**config.mk**
```make
export PLATFORM = sky130hd
export DESIGN_NAME = uart_rx_deframer
export DESIGN_NICKNAME = d
export VERILOG_FILES = /design/src/rtl/uart_rx_deframer.sv
export SDC_FILE = /design/constraint.sdc
export NUM_CORES = 1
export LEC_CHECK = 0
export ABC_CLOCK_PERIOD_IN_PS = 3840
export CAP_MARGIN = 20
export CORE_ASPECT_RATIO = 1.2
export CORE_UTILIZATION = 25
export DETAILED_ROUTE_END_ITERATION = 16
export SLEW_MARGIN = 40
export SYNTH_ARGS = -nofsm -noshare
export SYNTH_HDL_FRONTEND = slang
export SYNTH_SLANG_ARGS = --single-unit
```
**constraint.sdc**
```tcl
create_clock -name clk -period 3.84 [get_ports clk]
set_input_delay 0.96 -clock clk [delete_from_list [all_inputs] [get_ports clk]]
set_output_delay 0.96 -clock clk [all_outputs]
set_load 0.1 [all_outputs]
```
**src/rtl/uart_rx_deframer.sv**
```systemverilog
// rtl/uart_rx_deframer.sv - 16x oversampling UART receiver, 8N1 framing into a valid/ready stream.
// Define UART_RX_PARITY_EN to expect an even-parity bit between the data bits and the stop bit.
module uart_rx_deframer #(
  parameter int CLK_HZ    = 100_000_000,
  parameter int BAUD      = 115_200,
  parameter int DATA_BITS = 8
) (
  input  logic                 clk,
  input  logic                 rst,
  input  logic                 rx,
  output logic [DATA_BITS-1:0] m_data,
  output logic                 m_valid,
  input  logic                 m_ready,
  output logic                 frame_err,
  output logic                 overrun,
  output logic                 parity_err
);

  localparam int DIV = CLK_HZ / (BAUD * 16);
  localparam int PW  = (DIV > 1) ? $clog2(DIV) : 1;

  if (DIV < 1) begin : g_bad_div
    $error("uart_rx_deframer: CLK_HZ/(BAUD*16) must be >= 1");
  end
  if (DATA_BITS < 5 || DATA_BITS > 9) begin : g_bad_bits
    $error("uart_rx_deframer: DATA_BITS must be 5..9");
  end

  typedef enum logic [2:0] {
    S_IDLE,
    S_START,
    S_DATA,
`ifdef UART_RX_PARITY_EN
    S_PARITY,
`endif
    S_STOP
  } state_t;

  state_t               state, state_next;
  logic                 rx_meta, rx_s;
  logic [PW-1:0]        presc;
  logic [3:0]           samp_cnt;
  logic [3:0]           bit_cnt;
  logic [DATA_BITS-1:0] shift;
  logic                 tick, bit_tick;
  logic                 clr_all, clr_samp, shift_en, done, par_bad;

  always_ff @(posedge clk or posedge rst) begin
    if (rst) begin
      rx_meta <= 1'b1;
      rx_s    <= 1'b1;
    end else begin
      rx_meta <= rx;
      rx_s    <= rx_meta;
    end
  end

  // Prescaler idles at zero so the first tick lands a fixed distance from the start edge.
  assign tick     = (state != S_IDLE) && (presc == PW'(DIV - 1));
  assign bit_tick = tick && (samp_cnt == 4'd15);

  always_ff @(posedge clk or posedge rst) begin
    if (rst) begin
      presc <= '0;
    end else if (state == S_IDLE || tick) begin
      presc <= '0;
    end else begin
      presc <= presc + 1'b1;
    end
  end

  always_ff @(posedge clk or posedge rst) begin
    if (rst) begin
      state <= S_IDLE;
    end else begin
      state <= state_next;
    end
  end

`ifdef UART_RX_PARITY_EN
  logic par_en;
  logic par_bit;
`endif

  always_comb begin
    state_next = state;
    clr_all    = 1'b0;
    clr_samp   = 1'b0;
    shift_en   = 1'b0;
    done       = 1'b0;
`ifdef UART_RX_PARITY_EN
    par_en     = 1'b0;
`endif
    case (state)
      S_IDLE: begin
        if (!rx_s) begin
          state_next = S_START;
          clr_all    = 1'b1;
        end
      end
      S_START: begin
        if (tick && samp_cnt == 4'd7) begin
          if (rx_s) begin
            state_next = S_IDLE;
          end else begin
            state_next = S_DATA;
            clr_samp   = 1'b1;
          end
        end
      end
      S_DATA: begin
        if (bit_tick) begin
          shift_en = 1'b1;
          if (bit_cnt == 4'(DATA_BITS - 1)) begin
`ifdef UART_RX_PARITY_EN
            state_next = S_PARITY;
`else
            state_next = S_STOP;
`endif
          end
        end
      end
`ifdef UART_RX_PARITY_EN
      S_PARITY: begin
        if (bit_tick) begin
          par_en     = 1'b1;
          state_next = S_STOP;
        end
      end
`endif
      S_STOP: begin
        if (bit_tick) begin
          done       = 1'b1;
          state_next = S_IDLE;
        end
      end
      default: state_next = S_IDLE;
    endcase
  end

  always_ff @(posedge clk or posedge rst) begin
    if (rst) begin
      samp_cnt <= '0;
      bit_cnt  <= '0;
      shift    <= '0;
    end else begin
      if (clr_all || clr_samp) begin
        samp_cnt <= '0;
      end else if (tick) begin
        samp_cnt <= samp_cnt + 1'b1;
      end
      if (clr_all) begin
        bit_cnt <= '0;
      end else if (shift_en) begin
        bit_cnt <= bit_cnt + 1'b1;
      end
      if (shift_en) begin
        shift <= {rx_s, shift[DATA_BITS-1:1]};
      end
    end
  end

`ifdef UART_RX_PARITY_EN
  always_ff @(posedge clk or posedge rst) begin
    if (rst) begin
      par_bit <= 1'b0;
    end else if (par_en) begin
      par_bit <= rx_s;
    end
  end
  assign par_bad = par_bit ^ (^shift);
`else
  assign par_bad = 1'b0;
`endif

  // Error checks are prioritised so at most one pulse fires and never alongside a load.
  always_ff @(posedge clk or posedge rst) begin
    if (rst) begin
      m_data     <= '0;
      m_valid    <= 1'b0;
      frame_err  <= 1'b0;
      overrun    <= 1'b0;
      parity_err <= 1'b0;
    end else begin
      frame_err  <= 1'b0;
      overrun    <= 1'b0;
      parity_err <= 1'b0;
      if (m_valid && m_ready) begin
        m_valid <= 1'b0;
      end
      if (done) begin
        if (!rx_s) begin
          frame_err <= 1'b1;
        end else if (par_bad) begin
          parity_err <= 1'b1;
        end else if (!m_valid || m_ready) begin
          m_data  <= shift;
          m_valid <= 1'b1;
        end else begin
          overrun <= 1'b1;
        end
      end
    end
  end

endmodule

```
==> out/metrics.csv <==
metric;value;unit
status;finished, final reports clean;
die_h;90.4;um
start_util;26.4;%
syn-cell-area;1630;um^2
antenna_found_initial;0;
fin_skew;0.00917;ns
maxSlewHeadroom;50.5;%
cap_viol_max_count;0;
yosysTopAreaCell;dfrtp_1;
via_count;1036;
cp_num_buf_inv;1;
design.core.area;6170;um^2
async_flop_share;100;%
cts_tree;yes;
leakage;0.883;nW
syn_nets;141;
syn_to_final_growth;16.5;%
nNetsFinal;159;
synth_edf_count;0;
dieArea;6840;um^2
ios;16;
powerDensity;361;nW/um^2
h-tree-depth;2;
dp_hpwl;1820;um
p_int;541;uW
path_clk_slew;0.07;ns
fin_tns_setup;0;ns
synthCells;133;
slowest_delay;0.56;ns
crit_path_cell_trace;clkdlybuf4s50_1, nand2b_1, nor4b_4, mux2_2;
synth_ff_type;dfrtp_1;
arrival;2.51;ns
p_sw;144;uW
first_global_vias;1012;
drc;0;
die_x;75.7;um
p_sw_share;21.0;%
postCtsSetupRepairBufs;0;
synth_cell_types;36;
seq_area_frac_synth;57.0;%
viasPerCell;4.43;
crit_required;4.01;ns
critical_path.top_delay_family;simple AND/OR/NAND/NOR gates;
synth_area_leaders;dfrtp_1, mux2_2, xnor2_1;
num-fill-cells;631;
wl_per_cell;11.2;um
synth_top_area_share;53.8;%
p_comb_share;2.4;%
slew_violations;0;
ctsHoldBuffers;0;
crit_fanout;8;
antenna_cells;0;
pwr-share-clk;40.3;%
sequentialPowerShare;57.3;%
critPathKind;in2reg;
clk-insertion-delay-late;0.29;ns
cts_buffers;5;
gp_congestion;0.719;
slowest_stage;nor4b_4;
synth_warnings;0;
fin_area;1900;um^2
ys_ff_latch;37;
ctsResizeCount;0;
critPathLaunchType;input port;
firstDrtPassIters;4;
drive_gt1_share;27.6;%
setup_violations;0;
overflow;0;
timing.fmax;428;MHz
finalHoldViolCount;0;
cts-root-buf;clkbuf_8;
syn_avg_cell_area;12.2;um^2
finalWirelength;2620;um
rsz0062_at_grt;false;
cts.sinks;37;
hp-class;reg2reg;
placed_area;1800;um^2
cp-end-kind;register;
period_minus_slack;2.34;ns
io_buffers;14;
drtIter0Drc;98;
peakVddDrop;0.000120;V
grt_max_degree;38;
min_period_over_period;60.9;%
tightest_slew;0.737;ns
ant_nets;0;
grt_pass1_wl;4550;um
num_rows;31;
grt_usage;8.79;%
clk_path_buf_depth;2;
## cells in the final DEF (no fill, tap or decap)
cell type / instances
o21ai_0: 2
o21ai_1: 1
conb_1: 1
clkinvlp_4: 1
o211ai_1: 1
buf_2: 11
a31o_2: 1
nor2_1: 15
buf_4: 1
xnor2_1: 7
nand3b_1: 2
dfstp_2: 2
and3b_2: 1
dfrtp_1: 35
nor3_1: 4
nand3_1: 6
mux2_2: 16
a21oi_1: 2
o22a_1: 1
nor4b_4: 1
nor4_1: 2
inv_1: 5
a211oi_1: 1
and3_1: 1
clkbuf_1: 1
nor4_4: 1
o311ai_0: 2
and4_1: 1
or3_1: 1
o21bai_1: 1
ha_1: 4
clkbuf_8: 6
clkdlybuf4s50_1: 3
nand2b_1: 1
nand2_1: 6
xor2_1: 2
nand3b_2: 1
nand4_1: 1
mux2i_1: 1
## cells in the mapped netlist (all sizes together), types with 2 or more instances
cell type	count
inv	5
o311ai	2
a21oi	2
o21ai	3
nand2	6
nor2	15
nor4	3
nand3b	3
dfstp	2
mux2	16
buf	2
clkbuf	2
nor3	4
xnor2	7
nand3	6
xor2	2
ha	4
dfrtp	35
## layout make-up
class / instances / area, um^2 / area share [%]
Clock buffer: 7 / 86.3 / 4.55
Clock inverter: 1 / 7.51 / 0.396
Inverter: 5 / 18.8 / 0.989
Multi-Input combinational cell: 87 / 662 / 34.9
Sequential cell: 37 / 928 / 48.9
Tap cell: 82 / 103 / 5.41
Timing Repair Buffer: 15 / 92.6 / 4.88
## per-layer routing
layer,track usage (%),vias up,part of all wire (%)
met4,4.63,0,1.9
li1,-,499,-
met2,12.7,20,44
met5,0,-,0
met3,2.23,4,3.5
met1,11.9,513,50
## per-stage QoR
| step | total power, mW | instances | util (%) | setup slack, ns | hold WS [ns] |
|---|---|---|---|---|---|
| after floorplan | 0.412 | 133 | - | 1.85 | 0.345 |
| after global routing | 0.713 | 234 | 30.8 | 1.42 | 0.367 |
| after CTS | 0.698 | 234 | 30.8 | 1.48 | 0.368 |
| final | 0.685 | 234 | 30.8 | 1.50 | 0.365 |
| after global placement | 0.417 | 226 | 30.1 | 1.22 | 0.347 |
| after detailed placement | 0.417 | 226 | 29.3 | 1.17 | 0.354 |
## logic make-up (layout without fill, tap and decap cells)
logic type	Yosys count	count (layout)	share of synthesized area (%)
mux	17	17	11.7
buf+inv	9	28	2.38
compound gates	12	12	5.07
flops	37	37	57.0
other cells	1	1	0.230
fa+ha+maj	4	4	3.07
simple gates	44	44	15.7
xor+xnor	9	9	4.84
## power groups by stage
stage | clock network [mW] | logic [mW] | registers (mW)
2_1_floorplan | 0 | 0.0126 | 0.399
3_5_place_dp | 0 | 0.0171 | 0.400
4_1_cts | 0.288 | 0.0171 | 0.393
6_report | 0.276 | 0.0163 | 0.393
5_1_grt | 0.302 | 0.0187 | 0.393
3_3_place_gp | 0 | 0.0170 | 0.400
## worst paths after layout
check	start	to	slack, ns	cells after the start
min in group asynchronous	rst	presc[1]$_DFF_PP0_	1.09	3
setup reg to reg	presc[1]$_DFF_PP0_	m_data[4]$_DFFE_PP0P_	1.66	6
hold / removal	rx_meta$_DFF_PP1_	rx_s$_DFF_PP1_	0.36	0
max in group asynchronous	rst	rx_meta$_DFF_PP1_	2.40	3
setup / recovery	m_ready	m_data[4]$_DFFE_PP0P_	1.50	4
hold reg to reg	rx_meta$_DFF_PP1_	rx_s$_DFF_PP1_	0.36	0
## sequential cells by signal, summed over array words and instances (netlist names)
signal / count
m_data: 8
shift: 8
presc: 6
bit_cnt: 4
samp_cnt: 4
state: 2
frame_err: 1
m_valid: 1
overrun: 1
rx_meta: 1
rx_s: 1
Note: power is estimated with default switching activity, not from simulation.
